File: config.mk
export PLATFORM = sky130hd
export DESIGN_NAME = display_scan_mux
export DESIGN_NICKNAME = d
export VERILOG_FILES = /design/src/rtl/display_scan_mux.sv
export SDC_FILE = /design/constraint.sdc
export NUM_CORES = 1
export LEC_CHECK = 0
export CORE_MARGIN = 2
export CORE_UTILIZATION = 55
export DETAILED_ROUTE_END_ITERATION = 16
export HOLD_SLACK_MARGIN = 0.12
export MAX_ROUTING_LAYER = met4
export PLACE_DENSITY = 0.87
export SLEW_MARGIN = 20
export SYNTH_ARGS = -nofsm -noshare
export SYNTH_HDL_FRONTEND = slang
export SYNTH_SLANG_ARGS = --single-unit
File: constraint.sdc
create_clock -name CLK -period 2.7 [get_ports CLK]
set_input_delay 0.54 -clock CLK [delete_from_list [all_inputs] [get_ports CLK]]
set_output_delay 0.54 -clock CLK [all_outputs]
set_load 0.02 [all_outputs]
File: src/rtl/display_scan_mux.sv
// Scans four hex digits onto a common-anode 7-segment display, with a frame-aligned LOAD/ACK
// update handshake and a static "E." error override. All pins are registered.
module display_scan_mux #(
    parameter int unsigned CLK_HZ    = 50_000_000,
    parameter int unsigned SCAN_HZ   = 1_000,
    parameter int unsigned BLANK_CYC = 2
) (
    input  logic        CLK,
    input  logic        RST,
    input  logic [15:0] DATA,
    input  logic [3:0]  DP_IN,
    input  logic [3:0]  BLANK_IN,
    input  logic        LOAD,
    output logic        ACK,
    output logic        PEND,
    input  logic        ERRO,
    output logic        D1,
    output logic        D2,
    output logic        D3,
    output logic        D4,
    output logic        SEG_A,
    output logic        SEG_B,
    output logic        SEG_C,
    output logic        SEG_D,
    output logic        SEG_E,
    output logic        SEG_F,
    output logic        SEG_G,
    output logic        SEG_P
);

    localparam int unsigned DIV   = CLK_HZ / SCAN_HZ;
    localparam int unsigned CNT_W = (DIV > 1) ? $clog2(DIV) : 1;
    localparam logic [CNT_W-1:0] CNT_LAST  = CNT_W'(DIV - 1);
    localparam logic [CNT_W-1:0] CNT_BLANK = CNT_W'(BLANK_CYC);
    // Pin encoding {p,g,f,e,d,c,b,a}, active-low: "E." lights a,d,e,f,g,p
    localparam logic [7:0] SEG_ERR = 8'b0000_0110;

    logic [CNT_W-1:0] cnt_q, cnt_d;
    logic [1:0]       idx_q, idx_d;
    logic             pend_q, pend_d;
    logic [15:0]      pnd_data_q, pnd_data_d;
    logic [3:0]       pnd_dp_q, pnd_dp_d;
    logic [3:0]       pnd_blank_q, pnd_blank_d;
    logic [15:0]      act_data_q, act_data_d;
    logic [3:0]       act_dp_q, act_dp_d;
    logic [3:0]       act_blank_q, act_blank_d;
    logic             ack_q, ack_d;
    logic [3:0]       dig_q, dig_d;
    logic [7:0]       seg_q, seg_d;

    logic             boundary_c;
    logic [3:0]       nibble_c;
    logic [6:0]       lit_c;

    // Slot counter and digit index; the error override parks both at zero
    always_comb begin
        cnt_d = cnt_q;
        idx_d = idx_q;
        if (ERRO) begin
            cnt_d = '0;
            idx_d = '0;
        end else if (cnt_q == CNT_LAST) begin
            cnt_d = '0;
            idx_d = idx_q + 2'd1;
        end else begin
            cnt_d = cnt_q + CNT_W'(1);
        end
    end

    assign boundary_c = !ERRO && (cnt_q == CNT_LAST) && (idx_q == 2'd3);

    // Pending/active handshake: transfer happens before a same-cycle LOAD is captured
    always_comb begin
        pend_d      = pend_q;
        pnd_data_d  = pnd_data_q;
        pnd_dp_d    = pnd_dp_q;
        pnd_blank_d = pnd_blank_q;
        act_data_d  = act_data_q;
        act_dp_d    = act_dp_q;
        act_blank_d = act_blank_q;
        ack_d       = 1'b0;
        if (boundary_c && pend_q) begin
            act_data_d  = pnd_data_q;
            act_dp_d    = pnd_dp_q;
            act_blank_d = pnd_blank_q;
            ack_d       = 1'b1;
            pend_d      = 1'b0;
        end
        if (LOAD) begin
            pnd_data_d  = DATA;
            pnd_dp_d    = DP_IN;
            pnd_blank_d = BLANK_IN;
            pend_d      = 1'b1;
        end
    end

    assign nibble_c = act_data_q[{idx_q, 2'b00} +: 4];

    // Hex to lit segments {g,f,e,d,c,b,a}, active-high
    always_comb begin
        lit_c = 7'h00;
        case (nibble_c)
            4'h0: lit_c = 7'h3F;
            4'h1: lit_c = 7'h06;
            4'h2: lit_c = 7'h5B;
            4'h3: lit_c = 7'h4F;
            4'h4: lit_c = 7'h66;
            4'h5: lit_c = 7'h6D;
            4'h6: lit_c = 7'h7D;
            4'h7: lit_c = 7'h07;
            4'h8: lit_c = 7'h7F;
            4'h9: lit_c = 7'h6F;
            4'hA: lit_c = 7'h77;
            4'hB: lit_c = 7'h7C;
            4'hC: lit_c = 7'h39;
            4'hD: lit_c = 7'h5E;
            4'hE: lit_c = 7'h79;
            default: lit_c = 7'h71;
        endcase
    end

    // Next pin values from the current scan position
    always_comb begin
        dig_d = 4'hF;
        seg_d = 8'hFF;
        if (ERRO) begin
            dig_d = 4'b1110;
            seg_d = SEG_ERR;
        end else begin
            if (!act_blank_q[idx_q] && (cnt_q >= CNT_BLANK)) begin
                dig_d[idx_q] = 1'b0;
            end
            if (!act_blank_q[idx_q]) begin
                seg_d = ~{act_dp_q[idx_q], lit_c};
            end
        end
    end

    always_ff @(posedge CLK) begin
        if (RST) begin
            cnt_q       <= '0;
            idx_q       <= '0;
            pend_q      <= 1'b0;
            pnd_data_q  <= '0;
            pnd_dp_q    <= '0;
            pnd_blank_q <= 4'hF;
            act_data_q  <= '0;
            act_dp_q    <= '0;
            act_blank_q <= 4'hF;
            ack_q       <= 1'b0;
            dig_q       <= 4'hF;
            seg_q       <= 8'hFF;
        end else begin
            cnt_q       <= cnt_d;
            idx_q       <= idx_d;
            pend_q      <= pend_d;
            pnd_data_q  <= pnd_data_d;
            pnd_dp_q    <= pnd_dp_d;
            pnd_blank_q <= pnd_blank_d;
            act_data_q  <= act_data_d;
            act_dp_q    <= act_dp_d;
            act_blank_q <= act_blank_d;
            ack_q       <= ack_d;
            dig_q       <= dig_d;
            seg_q       <= seg_d;
        end
    end

    assign ACK   = ack_q;
    assign PEND  = pend_q;
    assign D1    = dig_q[0];
    assign D2    = dig_q[1];
    assign D3    = dig_q[2];
    assign D4    = dig_q[3];
    assign SEG_A = seg_q[0];
    assign SEG_B = seg_q[1];
    assign SEG_C = seg_q[2];
    assign SEG_D = seg_q[3];
    assign SEG_E = seg_q[4];
    assign SEG_F = seg_q[5];
    assign SEG_G = seg_q[6];
    assign SEG_P = seg_q[7];

endmodule

# Word-level counts from Yosys, hierarchy flattened
# Memory sizes are Yosys's and may differ from the RTL's.
# Index checks and enable logic that the tools add are counted.
[totals]
inputBits = 28
romBits = 112
output_inout_bits = 14
register_bits = 80
n_memories = 1
wordCells = 51
[op_classes]
n_lt_le_gt_ge = 3
shifts = 1
bitwise_logic = 3
n_eq_ne = 2
n_reduce_logical = 12
n_mux = 13
addsub = 2
[mem_list]
columns = ["memory", "depth", "word_bits", "read_ports", "rd_ports_with_merged_regs", "wr", "line", "text"]
rows = [
  ["(name not given)", 16, 7, 1, 0, 0, "102", "case (nibble_c)"],
]
[op_table]
columns = ["cell", "n"]
rows = [
  ["$add 16x1->16 const B", 1],
  ["$eq 16x16->1 const B", 1],
  ["$ge 16x2->1 const B", 1],
  ["$mux 8", 2],
  ["$shiftx 16x5->4", 1],
  ["$reduce_or 3->1", 3],
  ["$mux 1", 8],
  ["$not 8->8", 1],
  ["$logic_and 1x1->1", 5],
  ["$bmux 1 s2", 2],
  ["$not 4->4", 1],
  ["$lt 2x3->1 const B", 1],
  ["$add 2x1->2 const B", 1],
  ["$demux 1 s2", 1],
  ["$eq 2x2->1 const B", 1],
  ["$ge 2x1->1 const B", 1],
  ["$logic_not 1->1", 2],
  ["$reduce_bool 2->1", 1],
  ["$reduce_or 2->1", 1],
  ["$not 1->1", 1],
]

# Logic depth before layout (Yosys ltp)
# Gate-level depths: netlist (run 1).
[depth]
depth_word = 7
mapped_depth = 8
mapped_depth_nobuf = 7

# Worst setup path before layout (run 1)
# No wires, ideal clock.
[synth_path]
path_kind = "register to register"
startpoint = "register idx_q[0]"
endpoint = "register seg_q[0]"
synth_period_minus_slack_ns = 2.171
path_stages_with_launch = 7
path_slack_ns = 0.529
path_buffers = 1
arrival_time_ns = 2.049
setup_ns = 0.122
required_time_ns = 2.578
cell_sequence = "dfxtp_1 -> buf_2 -> mux4_2 -> ha_1 -> o32ai_1 -> a21oi_1 -> a221o_1"
[synth_between]
elab_chain_len = 5
[synth_rtl]
columns = ["element", "line", "text"]
rows = [
  ["start: declaration", "39", "logic [1:0] idx_q, idx_d;"],
  ["start signal: assignment", "155", "idx_q <= idx_d;"],
  ["$shiftx 16x5->4", "97", "assign nibble_c = act_data_q[{idx_q, 2'b00} +: 4];"],
  ["$mem_v2 16x7", "-", ""],
  ["$not 8->8", "134", "seg_d = ~{act_dp_q[idx_q], lit_c};"],
  ["$mux 8 *", "133", "if (!act_blank_q[idx_q]) begin"],
  ["$mux 8 *", "126", "if (ERRO) begin"],
  ["end signal: assignment", "165", "seg_q <= seg_d;"],
  ["end: declaration", "49", "logic [7:0] seg_q, seg_d;"],
]
# Mark *: on every way between the ends. The rest lies on a longest branch, timed or not. The select of a mux whose other input is x is not followed.
# A chain may end at the register's enable or synchronous reset.

# Worst setup path in the final report (run 1)
[layout_path]
startpoint = "register cnt_q[1]"
endpoint = "register act_dp_q[0]"
[layout_between]
elab_chain_len = 4
[layout_rtl]
columns = ["element", "line", "text"]
rows = [
  ["start: declaration", "38", "logic [CNT_W-1:0] cnt_q, cnt_d;"],
  ["start signal: assignment", "154", "cnt_q <= cnt_d;"],
  ["$eq 16x16->1", "70", "assign boundary_c = !ERRO && (cnt_q == CNT_LAST) && (idx_q == 2'd3);"],
  ["$logic_and 1x1->1 (2 in a row)", "70", ""],
  ["$logic_and 1x1->1", "82", "if (boundary_c && pend_q) begin"],
  ["end signal: assignment", "161", "act_dp_q <= act_dp_d;"],
  ["end: declaration", "45", "logic [3:0] act_dp_q, act_dp_d;"],
]
# No other way between the ends.

==> results of run 1 <==
[final cells by class]
cell class | instances | area, µm² | share of cell area (%)
Tap cell | 77 | 96.3 | 2.33
Multi-Input combinational cell | 245 | 1750 | 42.4
Clock buffer | 9 | 124 | 2.99
Sequential cell | 80 | 1600 | 38.7
Inverter | 9 | 33.8 | 0.816
Clock inverter | 7 | 71.3 | 1.72
Timing Repair Buffer | 48 | 458 | 11.1
[layer usage]
metal  global-route usage [%]  up-vias  wire length, µm
li1                         -     1293                -
met1                     26.2     1193             3060
met2                     33.7       65             3150
met3                     3.36       16              264
met4                     9.68        0              159
met5                        -        -                0
[power breakdown]
| group | switching [W] | internal, W |
|---|---|---|
| Clock | 0.000435 | 0.000426 |
| Sequential | 0.0000192 | 0.00121 |
| Combinational | 0.0000621 | 0.0000766 |
| Total | 0.000516 | 0.00171 |
[cells in the final DEF (no fill, tap or decap), types with 8 or more instances in the layout]
cell type                         count
sky130_fd_sc_hd__dfxtp_1             80
sky130_fd_sc_hd__nor2_1              68
sky130_fd_sc_hd__mux2i_1             46
sky130_fd_sc_hd__clkdlybuf4s50_1     40
sky130_fd_sc_hd__nand2_1             16
sky130_fd_sc_hd__xnor2_1             13
sky130_fd_sc_hd__nor3_1              12
sky130_fd_sc_hd__ha_1                12
sky130_fd_sc_hd__inv_1                9
sky130_fd_sc_hd__a211o_1              9
sky130_fd_sc_hd__clkbuf_8             9
sky130_fd_sc_hd__a21oi_1              8
[worst paths after layout]
check,slack [ns],endpoint
hold / removal,0.46,act_blank_q[3]
hold reg to reg,0.46,act_blank_q[3]
setup reg to reg,0.37,act_dp_q[0]
setup / recovery,0.37,act_dp_q[0]
[cells by family after synthesis]
| family | count (synthesis) |
|---|---|
| flops | 80 |
| fa+ha+maj | 12 |
| mux | 53 |
| buf+inv | 28 |
| compound gates | 32 |
| xor+xnor | 19 |
| simple gates | 129 |
[sequential cells by signal (all words and copies together), names as in the netlist]
name	cells
idx_q	2
act_blank_q	4
act_data_q	16
act_dp_q	4
pnd_blank_q	4
cnt_q	16
pnd_data_q	16
ACK	1
PEND	1
seg_q	8
dig_q	4
pnd_dp_q	4
[Yosys cell counts, drive strengths merged]
cell    instances  area (µm²)
dfxtp          80        1600
nor2           68         255
mux2i          46         460
nand2          16        60.1
xnor2          13         114
ha             12         150
nor3           12        60.1
clkbuf         11        41.3
a211o           9        78.8
inv             9        33.8
a21oi           8        40.0
buf             8        61.3
xor2            6        52.6
mux4            5         113
nand3           5        25.0
nand4           5        46.3
nor2b           5        31.3
and2            4        25.0
and3            4        25.0
o21ai           4        20.0
a31oi           3        18.8
nor3b           3        22.5
a221o           2        20.0
mux2            2        22.5
o21bai          2        15.0
or3             2        12.5
or4             2        18.8
a21o            1        7.51
nand2b          1        6.26
nor4            1        21.3
o211a           1        10.0
o31ai           1        7.51
o32ai           1        8.76
or2             1        6.26
[through the flow]
| step | setup WS [ns] | total power (W) | utilization [%] | hold WS [ns] | std cells |
|---|---|---|---|---|---|
| 2_1_floorplan | 0.529 | 0.00133 | - | 0.427 | 353 |
| 3_3_place_gp | 0.488 | 0.00139 | 63.2 | 0.440 | 459 |
| 3_5_place_dp | 0.403 | 0.00139 | 63.2 | 0.447 | 459 |
| 4_1_cts | 0.377 | 0.00225 | 66.3 | 0.458 | 475 |
| 5_1_grt | 0.121 | 0.00232 | 66.3 | 0.472 | 475 |
| 6_report | 0.367 | 0.00223 | 66.3 | 0.458 | 475 |
[worst max-delay path: cells and delay by family (launching register included)]
family                   cells  cell delay (ns)
adder cells (fa/ha/maj)      1             0.22
AND/OR/NAND/NOR              4             1.07
multiplexers                 1             0.18
buffers and inverters        1             0.31
flip-flops                   1             0.41
==> impl_summary.md, run 1 <==
Status
The flow ran to the end, and the final reports show no timing, DRC or antenna violations.

Drt
The detailed router finished its first iteration with 94 violations. The count of TritonRoute iterations in the first routing pass is 4. For this run, design rule violations remaining after detail routing come to 0. Detailed routing inserted a total of 2567 vias. Wires add up to 6640 µm. After detailed routing, the number of vias per cell comes to 5.40. After detailed routing, the average wire length per cell comes to 14.0 µm.

The remaining number of nets flagged by the antenna check after routing is 0.

Floorplanning
In this run the horizontal extent of the chip is 83.7 µm. After floorplanning, the core was sized to cover 6240 µm². In this run the core area contains 29 standard-cell rows. The die covers 7000 µm².

The initial core utilization is 56.0%. The boundary pin count is 42. The overall die height is 83.7 µm.

Logic synthesis
Summing the areas of all compound-gate instances in the mapped netlist gives 6.49% of the synthesized area. The post-synthesis simple-gate area fraction is 17.6%. The count of cell types in the netlist is 38.

In the synthesized netlist, mux cells make up 17.1% of the area. The mapped netlist covers 3490 µm². Averaged over all synthesized cells, the footprint is 9.89 µm². The main combinational cell family by area after synthesis is simple AND/OR/NAND/NOR gates. The register bit total from synthesis is 80.

The share of synthesized cell area in full adder, half adder and majority cells is 4.30%. The synthesized-area fraction occupied by xor and xnor cells is 4.77%. The number of nets in the synthesized netlist is 393. The sequential share of the synthesized area is 45.9%. After technology mapping, the gate count stands at 353. Yosys printed 0 warnings.

Clock network
The total clock buffers created by CTS is 9. At the later pin of the worst-skew pair, clock insertion delay measures 0.35 ns. The clock transition at the registers of the reported paths is 0.08 ns. The clock passes through at most 2 buffers.

CTS saw 80 sinks. In this run the number of H-tree levels came out at 3. The total setup buffers inserted after CTS is 0. The number of gates resized after CTS was 0. The clock tree from TritonCTS is done. The cell at the root of the clock tree is sky130_fd_sc_hd__clkbuf_8. The number of buffers inserted by hold repair at cts is 0.

Power
Power spread over the standard cell area amounts to 538 nW/µm². The standby leakage power is 1.73 nW. The peak ir drop on the vdd network is 419 µV.

STA
For this run, the top clock speed supported by timing is 429 MHz. The setup TNS is 0 ns. The final clock period utilization by the worst path is 86.4%.

The worst pin sits at a relative slew slack of 61.9%. The final-report hold violation count came to 0. Setup repair after global routing left no endpoint under its margin. The time the worst path needs with I/O delays and setup is 2.33 ns. The clock tree skew after final layout is 0.00631 ns.

The final-report max-slew violation count is 0. Setup violations remaining at the end of the flow were counted as 0. The worst-margin pin slew is 0.572 ns.

Worst hold path
The path class of the lowest-slack min-delay path is reg2reg. The startpoint identified for the worst hold timing path is pnd_blank_q[3]. Along the worst hold path, the cell count comes to 1.

Global route
The first global-routing pass estimated 11600 µm of wire. The maximum number of pins on one net before global-route repair is 34. The sum of overflow across all layers after global routing is 0. The global router's overall resource usage is 21.0%. The number of global-route vias before repair was 2477. The initial antenna violation count is 0.

Place
The last weighted congestion value of the routability-driven placer is 0.859. Summed over all nets, the half-perimeter wirelength after detailed placement is 4790 µm. The post-detailed-placement cell area is 3940 µm².

The count of buffers added on input and output ports is 41.

Layout
The design area is 4140 µm². For this run, the post-layout net count is 433. The number of diodes is 0. The fraction of final layout cells with drive strength greater than 1 is 8.79%. The area added between synthesis and finish is 18.5%. The number of fillers in the final layout is 501.

Critical path
The slowest cell on the critical path is sky130_fd_sc_hd__nor3_1. The origin of the worst setup path is cnt_q[1]. The element type at the critical path start is a flop. The largest driver fanout on the critical path is 13. The type of the worst setup path is reg2reg. STA classifies the critical path endpoint as a flop. At the worst endpoint, the required time is 2.92 ns. The peak per-stage delay on the critical path is 0.52 ns. Data arrives at the worst endpoint at 2.55 ns. Traced cell by cell, the critical path runs through ha_1 -> nand3_1 -> nor3_1 -> nand4_4 -> buf_4 -> mux2i_1 -> nor2_1. The path depth of the worst reg2reg path is 7. The beginning of the worst register-to-register path is cnt_q[1].

Run
Across the run, the number of max-cap violations was 0.
No activity file was read; power rests on OpenSTA's default activity.
==> inputs of run 2 (changes only) <==
--- a/config.mk
+++ b/config.mk
@@ -8,9 +8,10 @@
 export CORE_MARGIN = 2
 export CORE_UTILIZATION = 55
 export DETAILED_ROUTE_END_ITERATION = 16
+export DONT_BUFFER_PORTS = 1
 export HOLD_SLACK_MARGIN = 0.12
 export MAX_ROUTING_LAYER = met4
-export PLACE_DENSITY = 0.87
+export PLACE_DENSITY = 0.78
 export SLEW_MARGIN = 20
 export SYNTH_ARGS = -nofsm -noshare
 export SYNTH_HDL_FRONTEND = slang
==> run 2 against run 1 <==
Count of clock-buffer cells in the layout up 3. Routed wire length down 6.1%. Critical path type unchanged. Utilization down 6.4 points. Die area unchanged. Highest routed layer unchanged. First-iteration DRC count up 21%. Via count down 7.8%. Sequential share of layout area up 4.1 points. Combinational power down 63%.
==> impl_summary.md, run 2 (synthesis results as in run 1) <==
Global route
The maximum number of pins on one net before global-route repair is 63 (was 34). The global-route wire length before repair was 10800 µm (was 11600 µm). The global router's overall resource usage is 19.9% (was 21.0%). The sum of overflow across all layers after global routing was 0 (unchanged). The initial antenna violation count is 0 (unchanged). The number of global-route vias before repair is 2254 (was 2477).

STA
The time the worst path needs with I/O delays and setup was 2.20 ns (was 2.33 ns). The worst-margin pin slew is 0.589 ns (was 0.572 ns). The clock tree skew after final layout is 0.00984 ns (was 0.00631 ns). The final-report setup violation count was 0 (unchanged).

The setup TNS is 0 ns (unchanged). The fmax was 454 MHz (was 429 MHz). RSZ-0062 raised after global routing: no (unchanged). The final-report max-slew violation count is 0 (unchanged).

The final-report hold violation count is 0 (unchanged). The final clock period utilization by the worst path is 81.5% (was 86.4%). The worst slew slack as a fraction of its limit was 60.4% (was 61.9%).

Power
The power per standard cell area was 613 nW/µm² (was 538 nW/µm²). The switching portion of total power is 20.9% (was 23.2%). The standby leakage power is 1.57 nW (was 1.73 nW).

The part of the total power dissipated in sequential elements is 53.9% (was 55.1%). The proportion of power drawn by the clock network is 43.9% (was 38.6%). The total power after layout is 0.00229 W (was 0.00223 W). The net load switching power is 0.000478 W (was 0.000516 W). The combinational group share of total power is 2.2% (was 6.2%). The internal power is 0.00181 W (was 0.00171 W). The peak ir drop on the vdd network is 524 µV (was 419 µV).

Floorplanning
The floorplan core area is 6240 µm² (unchanged). The overall die area is 7000 µm² (unchanged). The overall die height is 83.7 µm (unchanged).

The cell row count came to 29 (unchanged). The floorplan die width is 83.7 µm (unchanged). The boundary pin count is 42 (unchanged).

The initial core utilization was 56.0% (unchanged).

Layout
The area added between synthesis and finish is 7.09% (was 18.5%). The design area is 3740 µm² (was 4140 µm²). The number of diodes was 0 (unchanged).

The total number of nets in the final design is 388 (was 433). The combined area of the multi-input logic cells was 1750 µm² (unchanged). Leading cell types in the layout, fill and taps excluded: sky130_fd_sc_hd__dfxtp_1 (80), sky130_fd_sc_hd__nor2_1 (68), sky130_fd_sc_hd__mux2i_1 (46) (unchanged). The commonest non-fill, non-tap cell in the layout is sky130_fd_sc_hd__dfxtp_1 (unchanged). The fraction of final layout cells with drive strength greater than 1 was 8.22% (was 8.79%). The number of fillers in the final layout was 536 (was 501).

The sequential cell area is 1600 µm² (unchanged). Largest registers ranked by flip-flop count: act_data_q: 16 flops, cnt_q: 16 flops, pnd_data_q: 16 flops (unchanged).

Critical path
The peak per-stage delay on the critical path was 0.66 ns (was 0.52 ns). The reg-to-reg endpoint is seg_q[0] (was act_dp_q[0]). The element type at the critical path start is a flop (unchanged). The type of the worst setup path is reg2reg (unchanged). Cells along the critical path: mux4_2 -> ha_1 -> o32ai_1 -> a21oi_1 -> a221o_1 (was ha_1 -> nand3_1 -> nor3_1 -> nand4_4 -> buf_4 -> mux2i_1 -> nor2_1). The slowest cell on the critical path is sky130_fd_sc_hd__dfxtp_1 (was sky130_fd_sc_hd__nor3_1). The path depth of the worst reg2reg path was 5 (was 7). The data arrival time of the worst path was 2.46 ns (was 2.55 ns). The data required time of the worst path came to 2.96 ns (was 2.92 ns). The endpoint type of the worst setup path was a flop (unchanged). The flop-to-flop setup slack came to 0.50 ns (was 0.37 ns). The beginning of the worst register-to-register path is idx_q[1] (was cnt_q[1]). The largest driver fanout on the critical path is 14 (was 13).

Worst hold path
The cell depth of the worst hold path is 1 (unchanged). The endpoint of the worst hold-timing path is pnd_data_q[15] (was act_blank_q[3]). The path class of the lowest-slack min-delay path is in2reg (was reg2reg). The beginning of the worst hold path was RST (was pnd_blank_q[3]).

Clock network
The maximum buffer depth of the clock tree was 2 (unchanged). The worst-skew pair later-pin latency was 0.36 ns (was 0.35 ns). The clock net sink count is 80 (unchanged). The total clock buffers created by CTS is 9 (unchanged).

The number of resized instances in the post-cts repair step is 0 (unchanged). The clock tree from TritonCTS is done (unchanged). The cell at the root of the clock tree is sky130_fd_sc_hd__clkbuf_8 (unchanged). The CTS H-tree depth is 3 (unchanged). The clock transition at the registers of the reported paths came to 0.08 ns (about the same). The number of buffers inserted by hold repair at cts is 0 (unchanged).

The total setup buffers inserted after CTS was 0 (unchanged).

Drt
The routed via count was 2367 (was 2567). The remaining number of nets flagged by the antenna check after routing came to 0 (unchanged). The count of TritonRoute iterations in the first routing pass is 4 (unchanged). The DRC violation count after routing was 0 (unchanged). The average vias per placed instance is 5.50 (was 5.40). The routed wirelength normalized by instance count came to 14.5 µm (was 14.0 µm). The routed wire length is 6230 µm (was 6640 µm).

The number of DRC markers after the initial detailed-route iteration came to 114 (was 94).

Place
The placed wire-length estimate after detailed placement is 4320 µm (was 4790 µm). The last weighted congestion value of the routability-driven placer is 0.815 (was 0.859). The post-detailed-placement cell area was 3510 µm² (was 3940 µm²). The total of buffers placed on input and output ports is 0 (was 41).

Status
Status: completed (unchanged).

Run
The max-capacitance violation count came to 0 (unchanged).
==> run 2: worst max path at each step <==
stage,startpoint,endpoint
after floorplan,idx_q[0],seg_q[0]
after detailed placement,idx_q[1],seg_q[0]
after CTS,cnt_q[1],act_data_q[4]
final,idx_q[1],seg_q[0]
after global placement,idx_q[1],seg_q[0]
after global routing,cnt_q[0],act_data_q[14]
==> run 2: critical path: cells and delay by family, from the launching register on <==
family / cells / cell delay (ns)
AOI/OAI and AO/OA: 3 / 0.70
adders and majority gates: 1 / 0.28
DFF: 1 / 0.66
muxes: 1 / 0.47
==> run 2: metrics by stage <==
stage / setup WS (ns) / std cells / util (%) / hold WS, ns
after floorplan: 0.529 / 353 / - / 0.427
after global placement: 0.606 / 414 / 56.2 / 0.443
after detailed placement: 0.517 / 414 / 56.2 / 0.451
after CTS: 0.494 / 430 / 59.9 / 0.218
after global routing: 0.306 / 430 / 59.9 / 0.222
final: 0.499 / 430 / 59.9 / 0.239
==> run 2: final cells by class <==
class                           instances  share of cell area [%]
Clock buffer                           12                    4.15
Multi-Input combinational cell        245                    46.9
Tap cell                               77                    2.58
Inverter                                9                   0.903
Timing Repair Buffer                    3                   0.602
Clock inverter                          4                    2.04
Sequential cell                        80                    42.8
==> run 2: metal layers <==
metal  vias up  routed length [µm]  global-route usage, %
li1       1206                   -                      -
met1      1094                3020                   25.2
met2        55                2760                   28.8
met3        12                 330                   5.93
met4         0                 119                   10.6
met5         -                   0                      -
==> run 2: power groups by stage <==
stage	Combinational, W	Clock (W)	Sequential, W
after floorplan	0.0000693	0	0.00126
after global placement	0.0000491	0	0.00126
after detailed placement	0.0000514	0	0.00126
after CTS	0.0000520	0.00103	0.00123
after global routing	0.0000578	0.00108	0.00124
final	0.0000512	0.00101	0.00123
==> patch, RTL diff (flow settings as in run 1) <==
Make the reset (`RST`) asynchronous in one clocked block.
--- a/src/rtl/display_scan_mux.sv
+++ b/src/rtl/display_scan_mux.sv
@@ -138,3 +138,3 @@
 
-    always_ff @(posedge CLK) begin
+    always_ff @(posedge CLK or posedge RST) begin
         if (RST) begin
Formal check against the unedited RTL: differs if RST is asserted again (counterexample within 4 cycles, from zero or initial values and one cycle with RST high); with RST held inactive, the same outputs for 10 cycles.
==> patch against run 1 <==
  * Wire length is 3.0% lower
  * Design area is 5.8% higher
  * Sequential cell count stayed put
  * First-iteration DRC count is 63% higher
  * Worst setup slack worse by 0.026 ns
  * Sequential share of layout area is 7.6 points higher
  * Area after synthesis is 6.1% higher
  * Synthesized cell count is 18% lower
  * Sequential power is 4% higher
  * Total power is 1.6% higher
  * Largest cell class is now registers
==> patch: results (changes against run 1) <==
* Status: completed
* Syn_nets at 329 (-16%)
* Avg WL per Cell at 15.5 um (+11%)
* Vias in the first global route at 2,381 (-3.9%)
* P_leak at 1.86 nW (+7.8%)
* CTS clk-pin slew, worst paths at 0.09 ns
* Crit path arrival time at 2.57 ns (+0.02 ns)
* Fillers at 460 (-8.2%)
* Fin nets at 374 (-14%)
* Worst hold-check path type: in2async
* Post-CTS sizing at 0 (unchanged)
* Worst slew pin tran at 0.752 ns (+0.180 ns)
* Initial antenna violation count at 0 (unchanged)
* Worst clock skew at 0.0101 ns (+0.00379 ns)
* Vias/cell at 5.65 (+4.6%)
* FFs w/ async S/R, synth at 100% (+100 points)
* Placer Congestion at 0.865 (+0.66%)
* Combinational share of power at 7.0% (+0.8 points)
* Largest net degree at the start of global routing at 39 (+15%)
* Post-synthesis compound-gate area fraction at 4.39% (-2.1 points)
* First-pass GRT wire length at 11,100 um (-4.7%)
* H-tree depth at 3 (unchanged)
* Tot GR Track Use at 19.9% (-1.1 points)
* XOR/XNOR share of the synthesized area at 2.84% (-1.9 points)
* Worst VDD drop at 0.000370 V (-12%)
* Largest regs: act_data_q (16), cnt_q (16), pnd_data_q (16)
* Net Sw Power at 551 uW (+6.8%)
* Synth top area cells: dfrtp_1 (41%), mux2_2 (15%), dfstp_2 (14%)
* Ys Warns at 0 (unchanged)
* Layout cell share with drive strength beyond 1 at 31.3% (+22 points)
* Clock buffer depth at 2 (unchanged)
* Post-synth top cells: dfrtp_1 (60), mux2_2 (48), nor2_1 (23), dfstp_2 (20)
* Pre-Repair DR Iteration Count at 4 (unchanged)
* # diodes at 0 (unchanged)
* Yosys cell types at 46 (+21%)
* Later-pin clock latency in the skew report at 0.35 ns (about the same)
* Mux cell area share after synthesis at 19.2% (+2.2 points)
* Post-CTS setup buffers at 0 (unchanged)
* Post-synthesis sequential area ratio at 54.7% (+8.8 points)
* Synth Area in Adders at 4.05% (-0.25 points)
* Crit path max fanout at 12 (-1)
* Port bufs at 41 (unchanged)
* Root Buffer: clkbuf_8
* CTS Buf Count at 9 (unchanged)
* DRT iter0 DRCs at 153 (+63%)
* HPWL after DPL at 4540 um (-5.4%)
[patch: worst max-delay path, stage by stage, from the launching register on]
cell and delay [ns]:
dfrtp_1 0.49, buf_4 0.23, mux4_2 0.65, nor2b_1 0.24
nor4_1 0.09, a2111oi_1 0.50
[patch: worst paths after layout]
| check | start | to | slack (ns) | cells past startpoint |
|---|---|---|---|---|
| setup / recovery | idx_q[0] | seg_q[0] | 0.34 | 5 |
| hold / removal | RST | pnd_data_q[2] | 0.48 | 2 |
| setup reg to reg | idx_q[0] | seg_q[0] | 0.34 | 5 |
| hold reg to reg | act_data_q[1] | act_data_q[1] | 0.51 | 1 |
| max in group asynchronous | RST | seg_q[4] | 1.51 | 3 |
| min in group CLK | act_data_q[1] | act_data_q[1] | 0.51 | 1 |
[patch: layout make-up]
type / count / area [sq um] / area share (%)
flip-flops and latches: 80 / 2030 / 46.3
multi-input cells: 184 / 1550 / 35.5
repair buffers: 47 / 468 / 10.7
clock buffers: 10 / 138 / 3.14
well taps: 77 / 96.3 / 2.20
clock inverters: 6 / 52.6 / 1.20
inverters: 12 / 45.0 / 1.03
[patch: through the flow]
| stage | area [sq um] | total power [mW] | setup slack (ns) | util, % | cells |
|---|---|---|---|---|---|
| after floorplan | 3700 | 1.38 | 0.141 | - | 289 |
| after global placement | 4190 | 1.46 | 0.199 | 65.2 | 400 |
| after detailed placement | 4190 | 1.46 | 0.179 | 65.2 | 400 |
| after CTS | 4380 | 2.29 | 0.323 | 68.2 | 416 |
| after global routing | 4380 | 2.36 | 0.126 | 68.2 | 416 |
| final | 4380 | 2.26 | 0.341 | 68.2 | 416 |
[patch: metal layers]
metal  vias up  wire length (um)  track usage [%]
met5         -                 0                -
met4         0                95             7.07
met3        11               242             4.72
met2        48              3250             31.5
met1      1183              2840             25.2
li1       1109                 -                -
[patch: power by group through the flow]
stage,Combinational [mW],Clock [mW],Sequential [mW]
6_report,0.159,0.828,1.28
5_1_grt,0.176,0.897,1.28
4_1_cts,0.163,0.848,1.28
3_5_place_dp,0.162,0,1.30
3_3_place_gp,0.158,0,1.30
2_1_floorplan,0.0857,0,1.30
[patch: kinds of logic after synthesis]
family	count (synthesis)
and+or+nand+nor	78
DFF	80
xor gates and xnor gates	12
muxes	57
buffers and inverters	25
adders and majority gates	12
AOI/OAI and AO/OA	25
